--- config.mk ---
export PLATFORM = sky130hd
export DESIGN_NAME = tm_counter
export DESIGN_NICKNAME = d
export VERILOG_FILES = /design/src/rtl/tm_counter_pkg.sv /design/src/rtl/tm_counter.sv
export SDC_FILE = /design/constraint.sdc
export NUM_CORES = 1
export LEC_CHECK = 0
export ABC_AREA = 1
export CORE_AREA = 2 2 39 41
export DETAILED_ROUTE_END_ITERATION = 8
export DIE_AREA = 0 0 41 43
export DONT_BUFFER_PORTS = 1
export SETUP_SLACK_MARGIN = 0.05
export SYNTH_ARGS = -nofsm -noshare
export SYNTH_HDL_FRONTEND = slang
export SYNTH_SLANG_ARGS = --single-unit
--- constraint.sdc ---
create_clock -name i_clk -period 1.9 [get_ports i_clk]
set_clock_uncertainty 0.1 [all_clocks]
set_input_delay 0.57 -clock i_clk [delete_from_list [all_inputs] [get_ports i_clk]]
set_output_delay 0.57 -clock i_clk [all_outputs]
set_load 0.05 [all_outputs]
--- src/rtl/tm_counter_pkg.sv ---
// Shared types and defaults for the free-running up/down test-mode counter.
package tm_counter_pkg;

  typedef enum logic {
    DIR_UP   = 1'b0,
    DIR_DOWN = 1'b1
  } dir_e;

  localparam int COUNT_WD_DEFAULT = 8;
  localparam int COUNT_WD_MIN     = 1;
  localparam int COUNT_WD_MAX     = 32;

endpackage

--- src/rtl/tm_counter.sv ---
// Free-running modulo-2^COUNT_WD up/down counter with test-mode clear and direction.
// The count is observed straight from the register; nothing combinational reaches o_count.
module tm_counter
  import tm_counter_pkg::*;
#(
  parameter int COUNT_WD = COUNT_WD_DEFAULT
) (
  input  logic                i_clk,
  input  logic                i_rst,
  input  logic                i_tm_reset,
  input  logic                i_tm_direction,
  output logic [COUNT_WD-1:0] o_count
);

  if (COUNT_WD < COUNT_WD_MIN || COUNT_WD > COUNT_WD_MAX) begin : g_bad_width
    $error("tm_counter: COUNT_WD must be within 1..32");
  end

  logic [COUNT_WD-1:0] r_count;
  logic [COUNT_WD-1:0] w_count_next;
  dir_e                w_dir;

  assign w_dir = dir_e'(i_tm_direction);

  // Clear beats direction; both wrap directions fall out of modulo arithmetic.
  always_comb begin
    w_count_next = r_count;
    if (i_tm_reset) begin
      w_count_next = '0;
    end else if (w_dir == DIR_DOWN) begin
      w_count_next = r_count - COUNT_WD'(1);
    end else begin
      w_count_next = r_count + COUNT_WD'(1);
    end
  end

  always_ff @(posedge i_clk or posedge i_rst) begin
    if (i_rst) begin
      r_count <= '0;
    end else begin
      r_count <= w_count_next;
    end
  end

  assign o_count = r_count;

endmodule

==> impl_metrics.yaml, run 1 <==
critical_path:
  criticalPathCategory: "reg2out"
  path_depth: 0
  cp_max_fo: 2
  critPathCapture: "o_count[7]"
  rrSetupSlack_ns: 0.39
  critPathRequiredTime_ns: 1.23
  cp-end-kind: "output pin"
  r2r_start: "o_count[0]"
  r2r_end: "o_count[4]"
  startpoint_type: "flop"
  arrival_ns: 0.90
  reg2regPathDepth: 6
  critPathLaunch: "o_count[7]"
sta:
  max_freq_mhz: 635
  fin_ws_ns: 0.325
  hold_viol: 0
  tightest_slew_ns: 0.493
  setup_violations: 0
  period_share: 0.829
  rsz0062_at_grt: "false"
  tns_ns: 0
  slew_headroom: 0.671
  slew_violations: 0
  fin_crit_ns: 1.57
die:
  io_pins: 12
  fp.dieW_um: 41
  core_area_mm2: 0.00138
  initial_core_util: 0.382
  dieArea_mm2: 0.00176
  fp.dieH_um: 43
  rows: 14
worst_hold_path:
  hold_class: "in2async"
placement:
  dp_hpwl_um: 796
  place_area_um2: 602
  gp_congestion: 0.767
  portBuffers: 0
  place_ws_ns: 0.201
final_layout:
  largest_reg_flops: 8
  nNetsFinal: 90
  multi_input_comb_area_um2: 292
  final_cell_area_um2: 624
  finish.utilization: 0.451
  drive_gt1_frac: 0.143
  num_antenna_cells: 0
  syn_to_final_growth_pct: 18.0
  n_fill_cell: 135
  ff_latch_area_um2: 200
global_route:
  antenna_found_initial: 0
  globalRouteOverflowTotal: 0
  grt_max_degree: 9
  grt_usage: 0.146
  grt_pass1_vias: 431
  grt_first_pass_wirelength_um: 1720
clock_tree:
  cts_max_level: 1
  cts_tree: "done"
  path_clk_slew_ns: 0.06
  cts_setup_buffers: 0
  cts_buffer_depth: 2
  cts_buffers: 3
  cts.sinks: 8
  cts_root_buf: "clkbuf_4"
  cts_resized: 0
  hold_buffers: 0
  insertion_delay_ns: 0.26
status:
  status: "completed"
logic_synthesis:
  ys_types: 13
  yosys_warnings: 0
  syn_area_per_cell_um2: 7.90
  synth_seq_cells: 8
  synth.net_count: 78
  synth-seq-area-share: 0.378
  syn_inst: 67
  netlist_area_um2: 529
drt:
  wl_per_cell_um: 10.7
  firstDrtPassIters: 3
  via_per_inst: 4.88
  wl_um: 993
  ant_nets: 0
  vias: 454
  drc_errors: 0
  drt_iter0_markers: 2
job:
  maxCapViolCount: 0
power:
  peakVddDrop_mv: 0.539
  power.density_mw_per_mm2: 1330
  cellLeakagePower_uw: 0.000350
layout make-up:
cell class	count	share of cell area
Multi-Input combinational cell	49	0.467
Sequential cell	8	0.321
Timing Repair Buffer	7	0.0842
Inverter	10	0.0601
Clock buffer	3	0.0361
Tap cell	16	0.0321
cells in the final DEF (no fill, tap or decap):
cell type,count
nand2_1,15
inv_1,10
nor2_1,8
a21oi_1,8
dfrtp_1,8
buf_4,7
ha_1,6
nand3_1,4
clkbuf_4,3
xnor2_1,2
o21ai_0,2
or2_0,1
nand3b_1,1
and2_4,1
fa_1,1
kinds of logic (layout without fill, tap and decap cells):
group,after synthesis,in the layout,synth area share
fa+ha+maj,7,7,0.180
compound gates,10,10,0.0946
flops,8,8,0.378
xor+xnor,2,2,0.0331
buf+inv,10,20,0.0709
simple gates,30,30,0.244
through the flow:
stage / power (µW) / hold WS [ns] / cells
after global placement: 698 / 0.340 / 90
after detailed placement: 701 / 0.336 / 90
after global routing: 905 / 0.0686 / 93
final: 830 / 0.0543 / 93
after CTS: 838 / 0.0624 / 93
after floorplan: 602 / 0.286 / 67
where the power goes:
group / total [µW] / internal [µW] / switching (µW)
clock: 135 / 72.6 / 62.6
combinational: 431 / 154 / 276
sequential: 265 / 211 / 53.5
layer usage:
layer  track usage  part of all wire  up-vias
met4        0.0800             0.033        0
met1         0.182              0.48      206
met2         0.219              0.44       10
met3        0.0366             0.042        5
li1              -                 -      233
met5             0                 0        -
worst min path at each step:
stage,startpoint,to,depth (start not counted)
2_1_floorplan,i_rst,o_count[0],1
3_3_place_gp,i_rst,o_count[7],1
3_5_place_dp,i_rst,o_count[7],1
4_1_cts,i_rst,o_count[7],1
5_1_grt,i_rst,o_count[7],1
6_report,i_rst,o_count[0],1
synthesized netlist by cell type:
cell type  number  share of area
a21oi_1         8          0.076
and2_4          1          0.017
dfrtp_1         8           0.38
fa_1            1          0.038
ha_1            6           0.14
inv_1          10          0.071
nand2_1        15           0.11
nand3_1         4          0.038
nand3b_1        1          0.014
nor2_1          8          0.057
o21ai_0         2          0.019
or2_0           1          0.012
xnor2_1         2          0.033
(Power assumes the default switching activity.)
==> run 2, diff against run 1 <==
==> constraint.sdc (replaced) <==
create_clock -name i_clk -period 1.3 [get_ports i_clk]
set_clock_uncertainty 0.1 [all_clocks]
set_input_delay 0.39 -clock i_clk [delete_from_list [all_inputs] [get_ports i_clk]]
set_output_delay 0.39 -clock i_clk [all_outputs]
set_load 0.05 [all_outputs]
==> impl_metrics.yaml, run 2 (same netlist as run 1, synthesis figures left out) <==
worst_hold_path:
  hold_class: "in2reg"
global_route:
  grt_pass1_vias: 549
  antenna_found_initial: 0
  grt_usage: 0.204
  globalRouteOverflowTotal: 0
  grt_first_pass_wirelength_um: 2300
  grt_max_degree: 9
sta:
  max_freq_mhz: 679
  slew_violations: 0
  fin_crit_ns: 1.47
  whs_ns: 0.0699
  fin_ws_ns: -0.173
  setup_violations: 14
  rsz0062_at_grt: "true"
  hold_viol: 0
  slew_headroom: 0.784
  tightest_slew_ns: 0.324
  period_share: 1.13
final_layout:
  syn_to_final_growth_pct: 71.9
  n_fill_cell: 96
  largest_reg_flops: 8
  layout_commonest_cell: "inv_1"
  num_antenna_cells: 0
  drive_gt1_frac: 0.609
  nNetsFinal: 99
  layout_common_cells: "inv_1 (9), nand2_1 (8), buf_4 (8)"
critical_path:
  criticalPathCategory: "reg2reg"
  worst_path_max_delay_cell: "dfrtp_2"
  crit_top_cell: "nand2_2"
  cpPeakStageDelay_ns: 0.44
  cp-end-kind: "flop"
  startpoint_type: "flop"
  critPathRequiredTime_ns: 1.35
  cp_max_fo: 3
  crit_chain: "fa_2 > nand2_2 > nand2_2 > and2_4 > xnor2_2 > nor2_1"
  arrival_ns: 1.53
power:
  power.density_mw_per_mm2: 1840
  cellLeakagePower_uw: 0.000427
  peakVddDrop_mv: 0.961
  total_power_uw: 1670
clock_tree:
  cts.sinks: 8
  cts_buffers: 3
  cts_tree: "done"
  insertion_delay_ns: 0.27
  path_clk_slew_ns: 0.07
  cts_buffer_depth: 2
  cts_root_buf: "clkbuf_4"
  cts_max_level: 1
drt:
  drt_iter0_markers: 4
  vias: 529
  via_per_inst: 5.14
  drc_errors: 0
  wl_um: 1430
  ant_nets: 0
  wl_per_cell_um: 13.8
  firstDrtPassIters: 4
die:
  core_area_mm2: 0.00138
  initial_core_util: 0.382
  fp.dieW_um: 41
  dieArea_mm2: 0.00176
  fp.dieH_um: 43
  rows: 14
  io_pins: 12
job:
  maxCapViolCount: 0
placement:
  portBuffers: 0
  gp_congestion: 0.783
  dp_hpwl_um: 867
status:
  status: "finished, violations left"
  violations: "negative setup slack"
[run 2: cell count changes in the layout (fill, tap and decap cells not counted), sizes merged]
cell         change
buf              +8
clkbuf           +1
dlygate4sd3      +1
[run 2: final cells by class]
type / instances / area (µm²) / area share
timing repair buffer: 16 / 149 / 0.164
multi-input combinational: 49 / 468 / 0.514
sequential: 8 / 209 / 0.230
tap: 16 / 20.0 / 0.0220
inverter: 10 / 37.5 / 0.0413
clock buffer: 4 / 26.3 / 0.0289
[run 2: power breakdown]
part,leakage (µW),internal (µW),switching (µW)
logic,0.000319,470,588
clock network,0.0000150,119,106
registers,0.0000931,319,68.2
total,0.000427,907,763
[run 2: final timing paths]
path	startpoint	to	slack, ns	cells after the start
setup / recovery	o_count[1]	o_count[4]	-0.17	6
hold reg to reg	o_count[0]	o_count[0]	0.60	2
hold / removal	i_tm_reset	o_count[1]	0.07	1
max in group asynchronous	i_rst	o_count[4]	0.42	2
setup reg to reg	o_count[1]	o_count[4]	-0.17	6
min in group asynchronous	i_rst	o_count[1]	0.41	2
[run 2: critical path, delay by kind of cell (launching register included)]
family                     cells  cell delay (ns)
and+or+nand+nor                4             0.34
xor gates and xnor gates       1             0.12
DFF                            1             0.44
adders and majority gates      1             0.36
[run 2: repair_timing]
action,in CTS,in global routing
endpoints found under the hold margin,8,0
gates cloned,0,0
pin swaps,5,8
setup endpoints to repair,14,15
hold buffers,1,0
buffers inserted,2,1
resized for setup,16,20
[run 2: metal layers]
layer	global-route usage	routed length [µm]
met2	0.316	771
met3	0.0576	59
met1	0.237	550
met5	0	0
met4	0.120	44
[run 2: through the flow]
| stage | setup WS (ns) | instance area [µm²] | TNS [ns] | cells | util |
|---|---|---|---|---|---|
| final | -0.173 | 910 | -1.16 | 103 | 0.657 |
| after global routing | -0.253 | 910 | -1.72 | 103 | 0.657 |
| after CTS | -0.157 | 832 | -0.927 | 103 | 0.601 |
| after detailed placement | -0.139 | 699 | -0.488 | 96 | 0.505 |
| after global placement | -0.158 | 699 | -0.489 | 96 | 0.505 |
| after floorplan | -0.248 | 582 | -0.930 | 67 | - |
